`src/rtl/ac_pkg.sv`:
```
// ---------------------------------------------------------------------------
// ac_pkg -- shared types and constants for the access-control frame datapath.
//
// Contents:
//   state_t          frame controller state (IDLE, RUN, DONE)
//   DIM_WIDTH_DEF    default width of the runtime dimensions and counters
//   STALL_CNT_WIDTH  width of the optional output-stall counter
// ---------------------------------------------------------------------------
package ac_pkg;

    typedef enum logic [1:0] {
        IDLE = 2'd0,
        RUN  = 2'd1,
        DONE = 2'd2
    } state_t;

    localparam int DIM_WIDTH_DEF   = 16;
    localparam int STALL_CNT_WIDTH = 32;

endpackage

```
`src/rtl/ac_sync_fifo.sv`:
```
// ---------------------------------------------------------------------------
// ac_sync_fifo -- single-clock FIFO with a registered head word.
//
// The head of the queue is held in rd_data, a flop that is reloaded every
// cycle with the entry that will be at the head after this cycle's push/pop,
// so a word written in cycle N is visible at rd_data in cycle N+1.
// Pointers carry one extra bit so that full and empty can be told apart when
// the address bits match.
//
// Ports:
//   clk, rst_n   clock, asynchronous active-low reset
//   clr          synchronous flush (pointers to zero)
//   push         write push_data; ignored when full
//   push_data    word to write
//   pop          drop the head word; ignored when empty
//   rd_data      registered head word (valid while !empty)
//   full, empty  occupancy flags
// ---------------------------------------------------------------------------
module ac_sync_fifo #(
    parameter int WIDTH = 24,
    parameter int DEPTH = 8
) (
    input  logic             clk,
    input  logic             rst_n,
    input  logic             clr,
    input  logic             push,
    input  logic [WIDTH-1:0] push_data,
    input  logic             pop,
    output logic [WIDTH-1:0] rd_data,
    output logic             full,
    output logic             empty
);

    localparam int AW = $clog2(DEPTH);

    logic [WIDTH-1:0] mem [DEPTH];
    logic [AW:0]      wr_ptr;
    logic [AW:0]      rd_ptr;
    logic [AW:0]      rd_ptr_nxt;
    logic             do_push;
    logic             do_pop;

    assign empty   = (wr_ptr == rd_ptr);
    assign full    = (wr_ptr[AW] != rd_ptr[AW]) && (wr_ptr[AW-1:0] == rd_ptr[AW-1:0]);
    assign do_push = push && !full;
    assign do_pop  = pop && !empty;

    assign rd_ptr_nxt = rd_ptr + {{AW{1'b0}}, do_pop};

    // NOTE: sequential state is assigned with <= so every flop samples the
    // values from before the clock edge, independent of statement order.
    always_ff @(posedge clk or negedge rst_n) begin
        if (!rst_n) begin
            wr_ptr <= '0;
            rd_ptr <= '0;
        end else if (clr) begin
            wr_ptr <= '0;
            rd_ptr <= '0;
        end else begin
            if (do_push) wr_ptr <= wr_ptr + {{AW{1'b0}}, 1'b1};
            rd_ptr <= rd_ptr_nxt;
        end
    end

    // NOTE: the storage array has no reset; only the pointers define which
    // entries are meaningful, and leaving it unreset lets it map to RAM.
    always_ff @(posedge clk) begin
        if (do_push) mem[wr_ptr[AW-1:0]] <= push_data;
    end

    // Head register: when the slot that becomes the head is being written in
    // this same cycle (queue empty after the pop), forward the incoming word.
    always_ff @(posedge clk or negedge rst_n) begin
        if (!rst_n) begin
            rd_data <= '0;
        end else if (clr) begin
            rd_data <= '0;
        end else if (do_push && (wr_ptr == rd_ptr_nxt)) begin
            rd_data <= push_data;
        end else begin
            rd_data <= mem[rd_ptr_nxt[AW-1:0]];
        end
    end

endmodule

```
`src/rtl/ac_stream_frame_ctrl.sv`:
```
// ---------------------------------------------------------------------------
// ac_stream_frame_ctrl -- access-control datapath between the AXI-Stream DMA
// and the bicubic upsampler.
//
// Input path : s_axis pixels pass combinationally to the upsampler read port
//              while a frame is running.
// Output path: upsampler pixels are buffered in ac_sync_fifo and re-framed
//              onto m_axis; tuser marks the first pixel of the frame, tlast
//              the last pixel of each line. The frame size is latched from
//              cfg_dst_w/cfg_dst_h on an accepted cfg_start.
//
// Ports:
//   clk, rst_n                       clock, asynchronous active-low reset
//   cfg_start, cfg_dst_w, cfg_dst_h  frame start pulse and dimensions
//   s_axis_*                         source stream (slave)
//   ac_upsp_r*, upsp_ac_rready       pixels to the upsampler
//   upsp_ac_w*, ac_upsp_wready       pixels from the upsampler
//   m_axis_*                         output stream (master)
//   busy, done                       frame in progress / end-of-frame pulse
//   stall_cnt                        only with ACCTL_STALL_CNT_EN: RUN cycles
//                                    with m_axis_tvalid && !m_axis_tready
//
// Build option: define ACCTL_STALL_CNT_EN to add the stall_cnt port.
// ---------------------------------------------------------------------------
module ac_stream_frame_ctrl
    import ac_pkg::*;
#(
    parameter int AXIS_DATA_WIDTH = 24,
    parameter int UPSP_DATA_WIDTH = 24,
    parameter int DIM_WIDTH       = DIM_WIDTH_DEF,
    parameter int FIFO_DEPTH      = 8
) (
    input  logic                       clk,
    input  logic                       rst_n,
    input  logic                       cfg_start,
    input  logic [DIM_WIDTH-1:0]       cfg_dst_w,
    input  logic [DIM_WIDTH-1:0]       cfg_dst_h,
    input  logic                       s_axis_tvalid,
    input  logic [AXIS_DATA_WIDTH-1:0] s_axis_tdata,
    output logic                       s_axis_tready,
    output logic                       ac_upsp_rvalid,
    output logic [UPSP_DATA_WIDTH-1:0] ac_upsp_rdata,
    input  logic                       upsp_ac_rready,
    input  logic                       upsp_ac_wvalid,
    input  logic [UPSP_DATA_WIDTH-1:0] upsp_ac_wdata,
    output logic                       ac_upsp_wready,
    output logic                       m_axis_tvalid,
    output logic [AXIS_DATA_WIDTH-1:0] m_axis_tdata,
    output logic                       m_axis_tlast,
    output logic                       m_axis_tuser,
    input  logic                       m_axis_tready,
    output logic                       busy,
`ifdef ACCTL_STALL_CNT_EN
    output logic                       done,
    output logic [STALL_CNT_WIDTH-1:0] stall_cnt
`else
    output logic                       done
`endif
);

    localparam logic [DIM_WIDTH-1:0] DIM_ONE = DIM_WIDTH'(1);

    state_t               state_q;
    state_t               state_d;
    logic [DIM_WIDTH-1:0] w_q;
    logic [DIM_WIDTH-1:0] h_q;
    logic [DIM_WIDTH-1:0] col_q;
    logic [DIM_WIDTH-1:0] row_q;
    logic [DIM_WIDTH-1:0] w_m1;
    logic [DIM_WIDTH-1:0] h_m1;
    logic                 in_run;
    logic                 start_acc;
    logic                 last_col;
    logic                 last_row;
    logic                 m_hs;
    logic                 fifo_push;
    logic                 fifo_full;
    logic                 fifo_empty;
    logic [UPSP_DATA_WIDTH-1:0] fifo_rd_data;

    assign in_run = (state_q == RUN);

    // A start is taken only from IDLE and only with a non-empty frame.
    assign start_acc = (state_q == IDLE) && cfg_start &&
                       (cfg_dst_w != '0) && (cfg_dst_h != '0);

    // ---- input path: zero-latency pass-through while running --------------
    assign ac_upsp_rvalid = in_run && s_axis_tvalid;
    assign ac_upsp_rdata  = in_run ? s_axis_tdata : '0;
    assign s_axis_tready  = in_run && upsp_ac_rready;

    // ---- output path -------------------------------------------------------
    assign ac_upsp_wready = in_run && !fifo_full;
    assign fifo_push      = upsp_ac_wvalid && ac_upsp_wready;
    assign m_axis_tvalid  = in_run && !fifo_empty;
    assign m_hs           = m_axis_tvalid && m_axis_tready;
    assign m_axis_tdata   = fifo_rd_data;

    ac_sync_fifo #(
        .WIDTH (UPSP_DATA_WIDTH),
        .DEPTH (FIFO_DEPTH)
    ) u_fifo (
        .clk       (clk),
        .rst_n     (rst_n),
        .clr       (start_acc),
        .push      (fifo_push),
        .push_data (upsp_ac_wdata),
        .pop       (m_hs),
        .rd_data   (fifo_rd_data),
        .full      (fifo_full),
        .empty     (fifo_empty)
    );

    // ---- frame position ----------------------------------------------------
    assign w_m1     = w_q - DIM_ONE;
    assign h_m1     = h_q - DIM_ONE;
    assign last_col = (col_q == w_m1);
    assign last_row = (row_q == h_m1);

    // Sidebands are qualified by tvalid so they read 0 whenever no beat is up.
    assign m_axis_tlast = m_axis_tvalid && last_col;
    assign m_axis_tuser = m_axis_tvalid && (col_q == '0) && (row_q == '0);

    always_ff @(posedge clk or negedge rst_n) begin
        if (!rst_n) begin
            w_q   <= '0;
            h_q   <= '0;
            col_q <= '0;
            row_q <= '0;
        end else if (start_acc) begin
            w_q   <= cfg_dst_w;
            h_q   <= cfg_dst_h;
            col_q <= '0;
            row_q <= '0;
        end else if (m_hs) begin
            if (last_col) begin
                col_q <= '0;
                row_q <= last_row ? '0 : row_q + DIM_ONE;
            end else begin
                col_q <= col_q + DIM_ONE;
            end
        end
    end

    // ---- control FSM -------------------------------------------------------
    always_ff @(posedge clk or negedge rst_n) begin
        if (!rst_n) state_q <= IDLE;
        else        state_q <= state_d;
    end

    // NOTE: state_d gets its default before the case so every path assigns
    // it and no latch is inferred.
    always_comb begin
        state_d = state_q;
        case (state_q)
            IDLE:    if (start_acc) state_d = RUN;
            RUN:     if (m_hs && last_col && last_row) state_d = DONE;
            DONE:    state_d = IDLE;
            default: state_d = IDLE;
        endcase
    end

    assign busy = (state_q != IDLE);
    assign done = (state_q == DONE);

`ifdef ACCTL_STALL_CNT_EN
    // ---- output stall counter (saturating) --------------------------------
    always_ff @(posedge clk or negedge rst_n) begin
        if (!rst_n) begin
            stall_cnt <= '0;
        end else if (start_acc) begin
            stall_cnt <= '0;
        end else if (m_axis_tvalid && !m_axis_tready && (stall_cnt != '1)) begin
            stall_cnt <= stall_cnt + STALL_CNT_WIDTH'(1);
        end
    end
`endif

endmodule

```
`config.mk`:
```
export PLATFORM = sky130hd
export DESIGN_NAME = ac_stream_frame_ctrl
export DESIGN_NICKNAME = d
export VERILOG_FILES = /design/src/rtl/ac_pkg.sv /design/src/rtl/ac_sync_fifo.sv /design/src/rtl/ac_stream_frame_ctrl.sv
export SDC_FILE = /design/constraint.sdc
export NUM_CORES = 1
export LEC_CHECK = 0
export CAP_MARGIN = 10
export CORE_ASPECT_RATIO = 1.4
export CORE_MARGIN = 2
export CORE_UTILIZATION = 60
export DETAILED_ROUTE_END_ITERATION = 8
export GPL_TIMING_DRIVEN = 0
export PLACE_DENSITY = 0.8
export SYNTH_ARGS = -nofsm -noshare
export SYNTH_HDL_FRONTEND = slang
export SYNTH_SLANG_ARGS = --single-unit
```
`constraint.sdc`:
```
create_clock -name clk -period 11.3 [get_ports clk]
set_input_delay 2.26 -clock clk [delete_from_list [all_inputs] [get_ports clk]]
set_output_delay 2.26 -clock clk [all_outputs]
set_load 0.005 [all_outputs]
```
After elaboration in Yosys (flattened, before gate mapping). Memory sizes are Yosys's and may differ from the RTL's. Cells that the tools add are included. W data, S select, Z words.

Memory bits (writable): 192. Bits in registers: 98. Memories: 1. Output and inout port bits: 56. Logic and storage cells: 74.

Muxes and demuxes: 18. Reduce and logical (&&, ||, !) cells: 31. Equal/unequal tests: 10. Add/sub/neg operators: 6.

Memory list: u_fifo.mem (words 8, width 24, rd ports 1, clocked after memory_dff 0, write ports 1, line ac_sync_fifo.sv:36) `logic [WIDTH-1:0] mem [DEPTH];`.

Operators with widths (number): $mux W16 (7); $mux W24 (3); $add A16 B1 Y16 const B (2); $eq A16 B16 Y1 (2); $logic_not A16 Y1 (2); $reduce_bool A16 Y1 (2); $sub A16 B1 Y16 const B (2); $logic_and A1 B1 Y1 (18); $mux W4 (3); $eq A4 B4 Y1 (2); $reduce_bool A2 Y1 (4); $add A4 B1 Y4 (1); $add A4 B1 Y4 const B (1); $mux W2 (2); $pmux W2 S2 (1); $reduce_and A2 Y1 (2); $eq A3 B3 Y1 (1); $eq A2 B1 Y1 const B (1); $eq A2 B2 Y1 const B (1); $logic_not A1 Y1 (2); $logic_not A2 Y1 (1); $mux W1 (2); $ne A2 B1 Y1 const B (1); $ne A2 B2 Y1 const B (1); $ne A1 B1 Y1 (1).

Longest topological paths before layout. Gate-level depths: netlist (run 1).

Depth in word-level cells: 10. Gate-level depth with buffers: 17. Depth with buffers taken out: 13.

Cells and area by module. A second synthesis (run 1) with hierarchy kept.

Cells, all modules: 936. Area total of the unflattened synthesis: 13441.6 sq um.

By module, submodules not included: ac_sync_fifo (area an instance 8968.6 sq um, seq. area each 6566.3 sq um, cells an instance 450, times used 1); ac_stream_frame_ctrl (area an instance 4473.0 sq um, seq. area each 1651.6 sq um, cells an instance 486, times used 1).

Worst setup path after synthesis (run 1). No wires, ideal clock.

Path type: input -> register. Start: in upsp_ac_wvalid. End: mem u_fifo.mem[0][0] (enable). Path buffers: 0. Data arrival time: 4729 ps. Stages on the path: 2. Required time: 10834 ps. Setup time: 466 ps. Setup slack: 6105 ps. Cell sequence: nand2_1 -> nor4_1.

Word-level cells in the longest chain between the ends: 4.

RTL lines: start: declaration (line ac_stream_frame_ctrl.sv:44) `input logic upsp_ac_wvalid,`; $logic_and A1 B1 Y1 (line ac_stream_frame_ctrl.sv:94) `assign fifo_push = upsp_ac_wvalid && ac_upsp_wready;`; $logic_and A1 B1 Y1 (line ac_sync_fifo.sv:45) `assign do_push = push && !full;`; $mux W1 (line ac_sync_fifo.sv:68) `if (do_push) mem[wr_ptr[AW-1:0]] <= push_data;`; $mux W1 (implied by the code) (line ac_sync_fifo.sv:68); end: declaration (line ac_sync_fifo.sv:36).

Every way passes these cells.

Final worst setup path (run 1).
Start: reg w_q[0]. End: out m_axis_tlast.

Word-level cells in the longest chain between the ends: 3.

RTL lines: start: declaration (line ac_stream_frame_ctrl.sv:65) `logic [DIM_WIDTH-1:0] w_q;`; start signal: assignment (line ac_stream_frame_ctrl.sv:131) `w_q <= cfg_dst_w;`; $sub A16 B1 Y16 (line ac_stream_frame_ctrl.sv:115) `assign w_m1 = w_q - DIM_ONE;`; $eq A16 B16 Y1 (line ac_stream_frame_ctrl.sv:117) `assign last_col = (col_q == w_m1);`; $logic_and A1 B1 Y1 (line ac_stream_frame_ctrl.sv:121) `assign m_axis_tlast = m_axis_tvalid && last_col;`; end: declaration (line ac_stream_frame_ctrl.sv:49) `output logic m_axis_tlast,`.

Every way passes these cells.

==> summary.md, run 1 <==
| Metric | Value |
|---|---|
| Outcome | completed |
| Reg2reg setup slack | between 5 and 6 ns |
| Worst slew pin tran | 1.13 ns |
| Crit path cell chain | inv_1 > ha_1 > nor3b_1 > a22oi_1 > nor4b_1 > and3b_1 > nand4_1 > nor2_1 > clkdlybuf4s50_1 |
| DRT Pass-1 Iters | 5 |
| Register area share after synthesis | 61.3% |
| Setup TNS | 0 ns |
| Top delay family on crit path | simple AND/OR/NAND/NOR gates |
| Top cell type's share of synthesized area | 43.0% |
| Nets | 1,310 |
| Grt total ovfl | 0 |
| CP Class | reg -> out |
| Final Hold Viols | 0 |
| R2R cell count | 16 |
| Num rows | 64 |
| Vias in the first global route | 9,742 |
| Core footprint | between 20,000 and 25,000 sq um |
| Fin area | 16,400 sq um |
| Clock Path Buffers | 3 |
| Root buffer cell | clkbuf_16 |
| Layout cells sized above 1 | 11.7% |
| Crit. End Element | output port |
| Worst-path maximum fanout | 8 |
| Gr usage total | approximately 29% |
| Top post-synthesis cells by area | edfxtp_1, dfrtp_1, mux4_2, nand2_1, mux2i_1 |
| First-pass GRT wire length | 52,300 um |
| Fillers | about 1,500 |
| CP Launch Type | register |
| Initial Util | about three fifths |
| Yosys top cell by area | edfxtp_1 |
| DR iter-0 viols | 585 |
| Buf/Inv on CP | 2 |
| Max VDD drop | ~180 uV |
| # diodes | 0 |
| Max-Cap Viols | 0 |
| Width of the die | 130 um |
| Input/output buffers | between 100 and 150 |
| Launch point of the worst path | w_q[0]$_DFFE_PN0P_ |
| Worst path depth | 9 |
| Final setup fails | 0 |
| Relative slew slack | 24.7% |
| Dpl cell area | 15,400 sq um |
| RSZ-0062 raised after global routing | false |
| Critical R2R Launch | u_fifo.wr_ptr[2]$_DFFE_PN0P_ |
| Hold Crit Start | h_q[15]$_DFFE_PN0P_ |
| Routed via count | 9,406 |
| DIE AREA | 23,600 sq um |
| WP data arrival | ~3.7 ns |
| Largest net degree at the start of global routing | 58 |
| # hold bufs at CTS | 0 |
| Io pins | 143 |
| Post-Route WL | 33,200 um |
| Clock latency on the worst-skew pair | around 0.55 ns |
| Top-count cell post-synth | edfxtp_1 |
| Syn avg cell area | 13.0 sq um |
| EDFF count, synth | between 150 and 200 |
| Yosys cell types | roughly 70 |
| Number of antenna-violating nets in the routed design | 0 |
| Post-route minimum period | 5.98 ns |
| PwrDens | 228 nW/um^2 |
| CP max stage cell | clkdlybuf4s50_1 |
| Htree depth | 1 |
| Mapped cell area | 13,400 sq um |
| Synthesized net count | 1,125 |
| Layout Cells excl Fill | 1,532 |
| Critical path's largest stage delay | 0.53 ns |
| Synthesized instance count | 1,029 |
| Final worst path period share | 52.9% |
| Flops & latches, synth | 290 |
| Total power | 3.72 mW |
| Syn. warnings | 0 |
| F_max | 0.167 GHz |
| Routed len/inst | 21.7 um |
| Hold depth | 2 |
| Post-cts resize count | 0 |
| Ys flop type | edfxtp_1 |
| Slew Limit Fails | 0 |
| # DRC | 0 |
| Post-CTS setup buffer count | 0 |
| CTS tree | yes |
| Placed Cells | 1,482 |
| Top post-synthesis cells by count | edfxtp_1, nand2_1, dfrtp_1, nor2_1, mux4_2 |
| Lkg Pwr | 6.04 nW |
| Clock sink count | 290 |
| Ys async rst share | 33.8% |
| CP required | 9.04 ns |
| CTS Buf Count | 27 |
| Worst-path clk slew | 0.07 ns |
| Die height | 181 um |
| RePlAce Congestion | about 0.9 |
| Antenna violations before repair | 0 |
| Skew final | 0.0183 ns |
| Worst Hold Class | reg -> reg |
| Vias per inst | 6.14 |
| Synth-to-layout area growth | 22.0% |
| Post-DP HPWL | 22,800 um |
[final timing paths]
kind,endpoint
setup / recovery,m_axis_tlast
hold / removal,h_q[15]$_DFFE_PN0P_
setup reg to reg,u_fifo.rd_data[18]$_DFF_PN0_
hold reg to reg,h_q[15]$_DFFE_PN0P_
max in group asynchronous,h_q[12]$_DFFE_PN0P_
min in group asynchronous,w_q[15]$_DFFE_PN0P_
[worst min-delay path, stage by stage (launching register included)]
cell and delay (ns):
dfrtp_1 0.36, nand2_1 0.06, nand2_1 0.06
[layout make-up]
type	instances	area [sq um]	area share [%]
plain buffers	62	249	1.52
clock inverters	17	189	1.15
inverters	22	82.6	0.505
repair buffers	156	1590	9.73
clock buffers	33	748	4.57
multi-input cells	655	4910	30.0
flip-flops and latches	290	8220	50.2
well taps	297	372	2.27
[logic make-up (layout without fill, tap and decap cells)]
group	Yosys count	after routing	synth area share (%)
compound gates	119	119	6.34
fa+ha+maj	9	9	0.840
xor+xnor	47	47	3.17
flops	290	290	61.3
simple gates	404	404	15.7
mux	76	76	10.2
buf+inv	84	290	2.47
[registers in the layout, summed over array words and instances (netlist names)]
register	cells
u_fifo.wr_ptr	4
state_q	2
u_fifo.mem	192
h_q	16
col_q	16
u_fifo.rd_data	24
w_q	16
row_q	16
u_fifo.rd_ptr	4
[placed cells by master, fill, tap and decap left out, types with 11 or more instances in the layout]
cell type | Yosys | final
dfrtp_1 | 98 | 98
xor2_1 | 26 | 26
and2_1 | 31 | 31
xnor2_1 | 20 | 20
nand2b_1 | 11 | 11
a211oi_1 | 28 | 28
and3_1 | 17 | 17
nand2_1 | 119 | 119
nor4_1 | 31 | 30
inv_1 | 22 | 22
mux2i_1 | 27 | 27
clkbuf_16 | 0 | 27
o21ai_0 | 22 | 22
edfxtp_1 | 192 | 192
clkdlybuf4s50_1 | 0 | 141
clkbuf_1 | 47 | 48
mux4_2 | 48 | 48
nor2_1 | 65 | 62
nand3_1 | 32 | 32
nor3_1 | 24 | 20
[metrics by stage]
step | setup WS, ns | hold slack [ns] | util (%)
6_report | 5.32 | 0.510 | 74.6
5_1_grt | 5.08 | 0.552 | 74.6
4_1_cts | 5.38 | 0.512 | 74.6
3_5_place_dp | 4.98 | 0.490 | 70.3
3_3_place_gp | 3.23 | 0.491 | 69.3
2_1_floorplan | 6.11 | 0.465 | -
[power breakdown]
group          total (mW)  switching (mW)  internal, mW
logic                1.36           0.703         0.662
registers            1.41          0.0762          1.34
clock network       0.944           0.400         0.544
[routing by layer]
metal	vias to the layer above	part of all wire, %	wire length (um)	global-route usage [%]
met5	-	0	0	0
met4	0	4.3	1430	12.0
met3	95	5.3	1750	4.06
met2	358	54	17800	51.5
met1	4716	37	12200	35.1
li1	4237	-	-	-
No activity file was read; power rests on OpenSTA's default activity.
==> run 2, diff against run 1 <==
- CORE_UTILIZATION: 60 -> 51
- PLACE_DENSITY: 0.8 -> 0.72
- clock period: 11.3 -> 5.1 ns (I/O delays scaled with it)
==> summary.md, run 2 (synthesis gave the netlist of run 1 again) <==
| Metric | Value |
|---|---|
| Htree depth | 1 (unchanged) |
| Worst path most repeated cell | nor2_1 |
| Clock Path Buffers | 3 (unchanged) |
| Core footprint | 26,000 sq um (+19%) |
| Vias in the first global route | 9,457 (-2.9%) |
| Reg2reg setup slack | 0.43 ns (-5.49 ns) |
| Worst-path maximum fanout | 8 (unchanged) |
| Worst slew pin tran | 0.979 ns (-0.146 ns) |
| Grt total ovfl | 0 (unchanged) |
| DIE AREA | 27,600 sq um (+17%) |
| Lkg Pwr | 6.07 nW (+0.52%) |
| CP Launch Type | register |
| Critical R2R Launch | u_fifo.wr_ptr[2]$_DFFE_PN0P_ |
| CP max stage cell | a211oi_1 |
| Worst path depth | 9 (unchanged) |
| Buf/Inv on CP | 2 (unchanged) |
| Max reg flops | 192 (unchanged) |
| Worst Hold Class | reg -> reg |
| F_max | 0.208 GHz |
| Final setup fails | 0 (unchanged) |
| Multi-input combinational cell area | 4930 sq um (+0.43%) |
| CTS tree | yes |
| DR iter-0 viols | 680 (+16%) |
| Dpl cell area | 15,400 sq um (+0.12%) |
| Vias per inst | 5.97 (-2.7%) |
| RePlAce Congestion | 0.879 (-1.1%) |
| WHS | 0.526 ns (+0.0167 ns) |
| Routed len/inst | 21.7 um (about the same) |
| Width of the die | 141 um (+8.2%) |
| Input/output buffers | 142 (unchanged) |
| Nets | 1,311 (+0.076%) |
| CP Class | reg -> out |
| CTS Buf Count | 28 (+3.7%) |
| WP data arrival | 3.79 ns (+0.07 ns) |
| Clock sink count | 290 (unchanged) |
| Skew final | 0.0117 ns (-0.00653 ns) |
| Final worst path period share | between 90% and 100% |
| Post-CTS setup buffer count | 0 (unchanged) |
| Total power | 8.34 mW (+120%) |
| Hold EP | h_q[14]$_DFFE_PN0P_ |
| # hold bufs at CTS | 0 (unchanged) |
| Hold depth | 2 (unchanged) |
| Max-Cap Viols | 0 (unchanged) |
| Crit. End Element | output port |
| Fin area | 16,500 sq um (+0.55%) |
| Routed via count | 9,323 (-0.88%) |
| Max VDD drop | 408 uV (+130%) |
| Initial Util | 51.6% (-9.6 points) |
| Leading cell type in the layout, fill and taps excluded | edfxtp_1 |
| CP required | 4.08 ns (-4.96 ns) |
| Reg2reg end | u_fifo.rd_data[19]$_DFF_PN0_ |
| Antenna violations before repair | 0 (unchanged) |
| Worst-path clk slew | 0.07 ns (about the same) |
| R2R cell count | 16 (unchanged) |
| Hold Crit Start | h_q[14]$_DFFE_PN0P_ |
| Critical path's largest stage delay | 0.62 ns (+0.09 ns) |
| # DRC | 0 (unchanged) |
| Post-route minimum period | 4.81 ns |
| Io pins | 143 (unchanged) |
| Outcome | completed |
| # diodes | 0 (unchanged) |
| Synth-to-layout area growth | 22.7% |
| Slew Limit Fails | 0 (unchanged) |
| Layout cells sized above 1 | 12.0% (+0.30 points) |
| Final Hold Viols | 0 (unchanged) |
| Gr usage total | 24.5% (-4.4 points) |
| Largest net degree at the start of global routing | 61 (+5.2%) |
| First-pass GRT wire length | 52,400 um (+0.16%) |
| Relative slew slack | 34.1% (+9.4 points) |
| Root buffer cell | clkbuf_16 |
| Post-Route WL | 33,800 um (+1.9%) |
| Number of antenna-violating nets in the routed design | 0 (unchanged) |
| Register area | 8220 sq um (unchanged) |
| Num rows | 70 (+9.4%) |
| Post-DP HPWL | 22,900 um (+0.52%) |
| Crit path cell chain | or4_1 > buf_2 > nor3_4 > xnor2_1 > a211oi_1 > nor2_1 > nand4_1 > nor2_1 > clkdlybuf4s50_1 |
| RSZ-0062 raised after global routing | false |
| Commonest non-fill, non-tap cells in the layout | edfxtp_1, clkdlybuf4s50_1, nand2_1 |
| Post-cts resize count | 4 (+4) |
| PwrDens | 507 nW/um^2 (+120%) |
| DRT Pass-1 Iters | 6 (+1) |
| Top delay family on crit path | simple AND/OR/NAND/NOR gates |
| Clock latency on the worst-skew pair | 0.54 ns (about the same) |
| Die height | 196 um (+8.3%) |
| Fillers | 1,938 (+31%) |
run 2: worst reg2reg max path: stages (launching register included):
cell and delay (ns):
dfrtp_1 0.32, clkbuf_1 0.41, xnor2_1 0.20, nand3_1 0.09, o21ai_1 0.32, inv_1 0.12, nand2_1 0.23, inv_1 0.12
clkbuf_1 0.28, ha_1 0.30, ha_1 0.25, xor2_4 0.40, xnor2_1 0.17, nand3_1 0.16, clkbuf_1 0.31, clkbuf_2 0.35
a211oi_1 0.49
run 2: through the flow:
| stage | TNS (ns) | setup slack (ns) | instances | utilization [%] |
|---|---|---|---|---|
| global placement | -168.40 | -1.59 | 1495 | 58.6 |
| finish | 0 | 0.291 | 1561 | 63.2 |
| detailed placement | -1.90 | -0.266 | 1509 | 59.4 |
| global route | 0 | 0.0187 | 1561 | 63.2 |
| CTS | 0 | 0.0561 | 1561 | 63.2 |
| floorplan | 0 | 1.13 | 1029 | - |
run 2: cell type report:
cell class	count	area share [%]
Sequential cell	290	50.0
Multi-Input combinational cell	655	30.0
Timing Repair Buffer	156	9.59
Clock buffer	35	4.55
Tap cell	324	2.46
Buffer	62	1.60
Clock inverter	17	1.36
Inverter	22	0.502
run 2: routing by layer:
metal / track usage [%] / part of all wire [%]
met1: 29.3 / 37
met2: 44.1 / 53
met3: 3.15 / 5.8
met4: 11.3 / 4.6
met5: 0 / 0
run 2: power breakdown:
part           internal [mW]  total, mW  switching, mW  leakage (nW)
Sequential              2.96       3.13          0.169          2.93
Clock                   1.30       2.19          0.888         0.469
Combinational           1.48       3.02           1.54          2.67
Total                   5.74       8.34           2.60          6.07
run 2: worst max path at each step:
stage                                 start                           end  slack [ns]
2_1_floorplan  u_fifo.wr_ptr[1]$_DFFE_PN0P_    u_fifo.mem[0][0]$_DFFE_PP_        1.13
3_3_place_gp                 upsp_ac_wvalid   u_fifo.mem[0][15]$_DFFE_PP_       -1.59
3_5_place_dp         state_q[0]$_DFFE_PN0P_  u_fifo.rd_data[19]$_DFF_PN0_       -0.27
4_1_cts              state_q[0]$_DFFE_PN0P_  u_fifo.rd_data[19]$_DFF_PN0_        0.06
5_1_grt                  w_q[2]$_DFFE_PN0P_                  m_axis_tlast        0.02
6_report                 w_q[4]$_DFFE_PN0P_                  m_axis_tlast        0.29
==> run 3, diff against run 2 <==
- CTS_CLUSTER_SIZE: default -> 12
==> summary.md, run 3 (synthesis gave the netlist of run 1 again) <==
| Metric | Value |
|---|---|
| Outcome | completed |
| DIE AREA | 27,600 sq um (unchanged) |
| Root buffer cell | clkbuf_16 |
| # diodes | 0 (unchanged) |
| Number of antenna-violating nets in the routed design | 0 (unchanged) |
| Routed len/inst | 21.3 um (-1.6%) |
| Post-CTS setup buffer count | 0 (unchanged) |
| Io pins | 143 (unchanged) |
| Clock latency on the worst-skew pair | 0.54 ns (about the same) |
| Skew final | 0.0153 ns (+0.00359 ns) |
| Slew Limit Fails | 0 (unchanged) |
| Die height | 196 um (unchanged) |
| Relative slew slack | 34.2% (+0.090 points) |
| CP required | 4.08 ns (about the same) |
| Initial Util | 51.6% (unchanged) |
| Lkg Pwr | 5.99 nW (-1.3%) |
| Worst Hold Class | reg -> reg |
| Core footprint | 26,000 sq um (unchanged) |
| Largest net degree at the start of global routing | 61 (unchanged) |
| Vias per inst | 5.92 (-0.89%) |
| PwrDens | 494 nW/um^2 (-2.6%) |
| Synth-to-layout area growth | 21.6% |
| Crit. End Element | output port |
| Leading cell type in the layout, fill and taps excluded | edfxtp_1 |
| Layout cells sized above 1 | 10.9% (-1.1 points) |
| Placed Cells | 1,509 (unchanged) |
| Input/output buffers | 142 (unchanged) |
| F_max | 0.211 GHz (+1.6%) |
| CP Launch Type | register |
| Place WS | -0.266 ns (unchanged) |
| CP Class | reg -> out |
| CTS tree | yes |
| First-pass GRT wire length | 52,100 um (-0.50%) |
| Post-DP HPWL | 22,900 um (unchanged) |
| Gr usage total | 24.2% (-0.30 points) |
| Final Hold Viols | 0 (unchanged) |
| Clock sink count | 290 (unchanged) |
| Max reg flops | 192 (unchanged) |
| Width of the die | 141 um (unchanged) |
| CTS Buf Count | 29 (+3.6%) |
| WHS | 0.522 ns (-0.00413 ns) |
| Htree depth | 1 (unchanged) |
| WP data arrival | 3.72 ns (-0.07 ns) |
| Num rows | 70 (unchanged) |
| DR iter-0 viols | 695 (+2.2%) |
| Antenna violations before repair | 0 (unchanged) |
| Commonest non-fill, non-tap cells in the layout | edfxtp_1, clkdlybuf4s50_1, nand2_1 |
| Post-route minimum period | 4.74 ns (-0.0740 ns) |
| Nets | 1,311 (unchanged) |
| Layout Cells excl Fill | 1,561 (unchanged) |
| RePlAce Congestion | 0.879 (unchanged) |
| Final worst path period share | 92.9% (-1.5 points) |
| Final setup fails | 0 (unchanged) |
| DRT Pass-1 Iters | 5 (-1) |
| Vias in the first global route | 9,449 (-0.085%) |
| Worst-path maximum fanout | 8 (unchanged) |
| # DRC | 0 (unchanged) |
| Max VDD drop | 408 uV (about the same) |
| Routed via count | 9,240 (-0.89%) |
| Worst-path clk slew | 0.06 ns (about the same) |
| Clock Path Buffers | 3 (unchanged) |
| Worst slew pin tran | 0.978 ns (-0.00134 ns) |
| RSZ-0062 raised after global routing | false |
| Max-Cap Viols | 0 (unchanged) |
| Grt total ovfl | 0 (unchanged) |
| Post-Route WL | 33,300 um (-1.6%) |
| Final WS setup | 0.365 ns (+0.0740 ns) |
## run 3: worst max-delay path: stages, from the launching register on
cell             delay [ns]
dfrtp_1                0.46
or4_1                  0.51
buf_2                  0.18
nor3_4                 0.23
xnor2_1                0.09
a211oi_1               0.59
nor2_1                 0.24
nand4_1                0.34
nor2_1                 0.08
clkdlybuf4s50_1        0.46
## run 3: cell type report
| class | instances | area [sq um] |
|---|---|---|
| Fill cell | 1992 | 9710 |
| Sequential cell | 290 | 8220 |
| Multi-Input combinational cell | 655 | 4930 |
| Timing Repair Buffer | 156 | 1580 |
| Clock buffer | 47 | 803 |
| Tap cell | 324 | 405 |
| Buffer | 61 | 256 |
| Inverter | 22 | 82.6 |
| Clock inverter | 6 | 26.3 |
## run 3: path summary, 6_finish.rpt
check | from | to | slack, ns | cells past startpoint
worst max-delay path | w_q[4]$_DFFE_PN0P_ | m_axis_tlast | 0.36 | 9
worst min-delay path | h_q[14]$_DFFE_PN0P_ | h_q[14]$_DFFE_PN0P_ | 0.52 | 2
worst max register to register | u_fifo.wr_ptr[1]$_DFFE_PN0P_ | u_fifo.rd_data[19]$_DFF_PN0_ | 0.48 | 15
worst min register to register | h_q[14]$_DFFE_PN0P_ | h_q[14]$_DFFE_PN0P_ | 0.52 | 2
max in group asynchronous | rst_n | h_q[10]$_DFFE_PN0P_ | 3.79 | 2
min in group asynchronous | rst_n | u_fifo.rd_data[14]$_DFF_PN0_ | 0.59 | 1
## run 3: what timing repair did
action                     4_1_cts  5_1_grt
gates resized for setup          4        6
gates cloned                     0        0
hold buffers                     0        0
setup endpoints to repair       20       20
## run 3: report_power, final
| part | switching, mW | internal, mW |
|---|---|---|
| registers | 0.167 | 2.96 |
| logic | 1.53 | 1.48 |
| clock network | 0.843 | 1.07 |
## run 3: stage by stage
step                instance area (sq um)  utilization [%]  TNS [ns]  power (mW)
floorplan                           13400                -         0        5.09
global placement                    15200             58.6   -168.40        6.05
detailed placement                  15400             59.4     -1.90        6.15
CTS                                 16300             62.6         0        8.11
global route                        16300             62.7         0        8.45
finish                              16300             62.7         0        8.05
## run 3: layer usage
metal | GRT usage [%] | vias to the layer above | share of wire [%]
li1 | - | 4230 | -
met1 | 29.7 | 4667 | 39
met2 | 43.2 | 256 | 52
met3 | 2.93 | 87 | 4.2
met4 | 10.6 | 0 | 4.6
met5 | 0 | - | 0
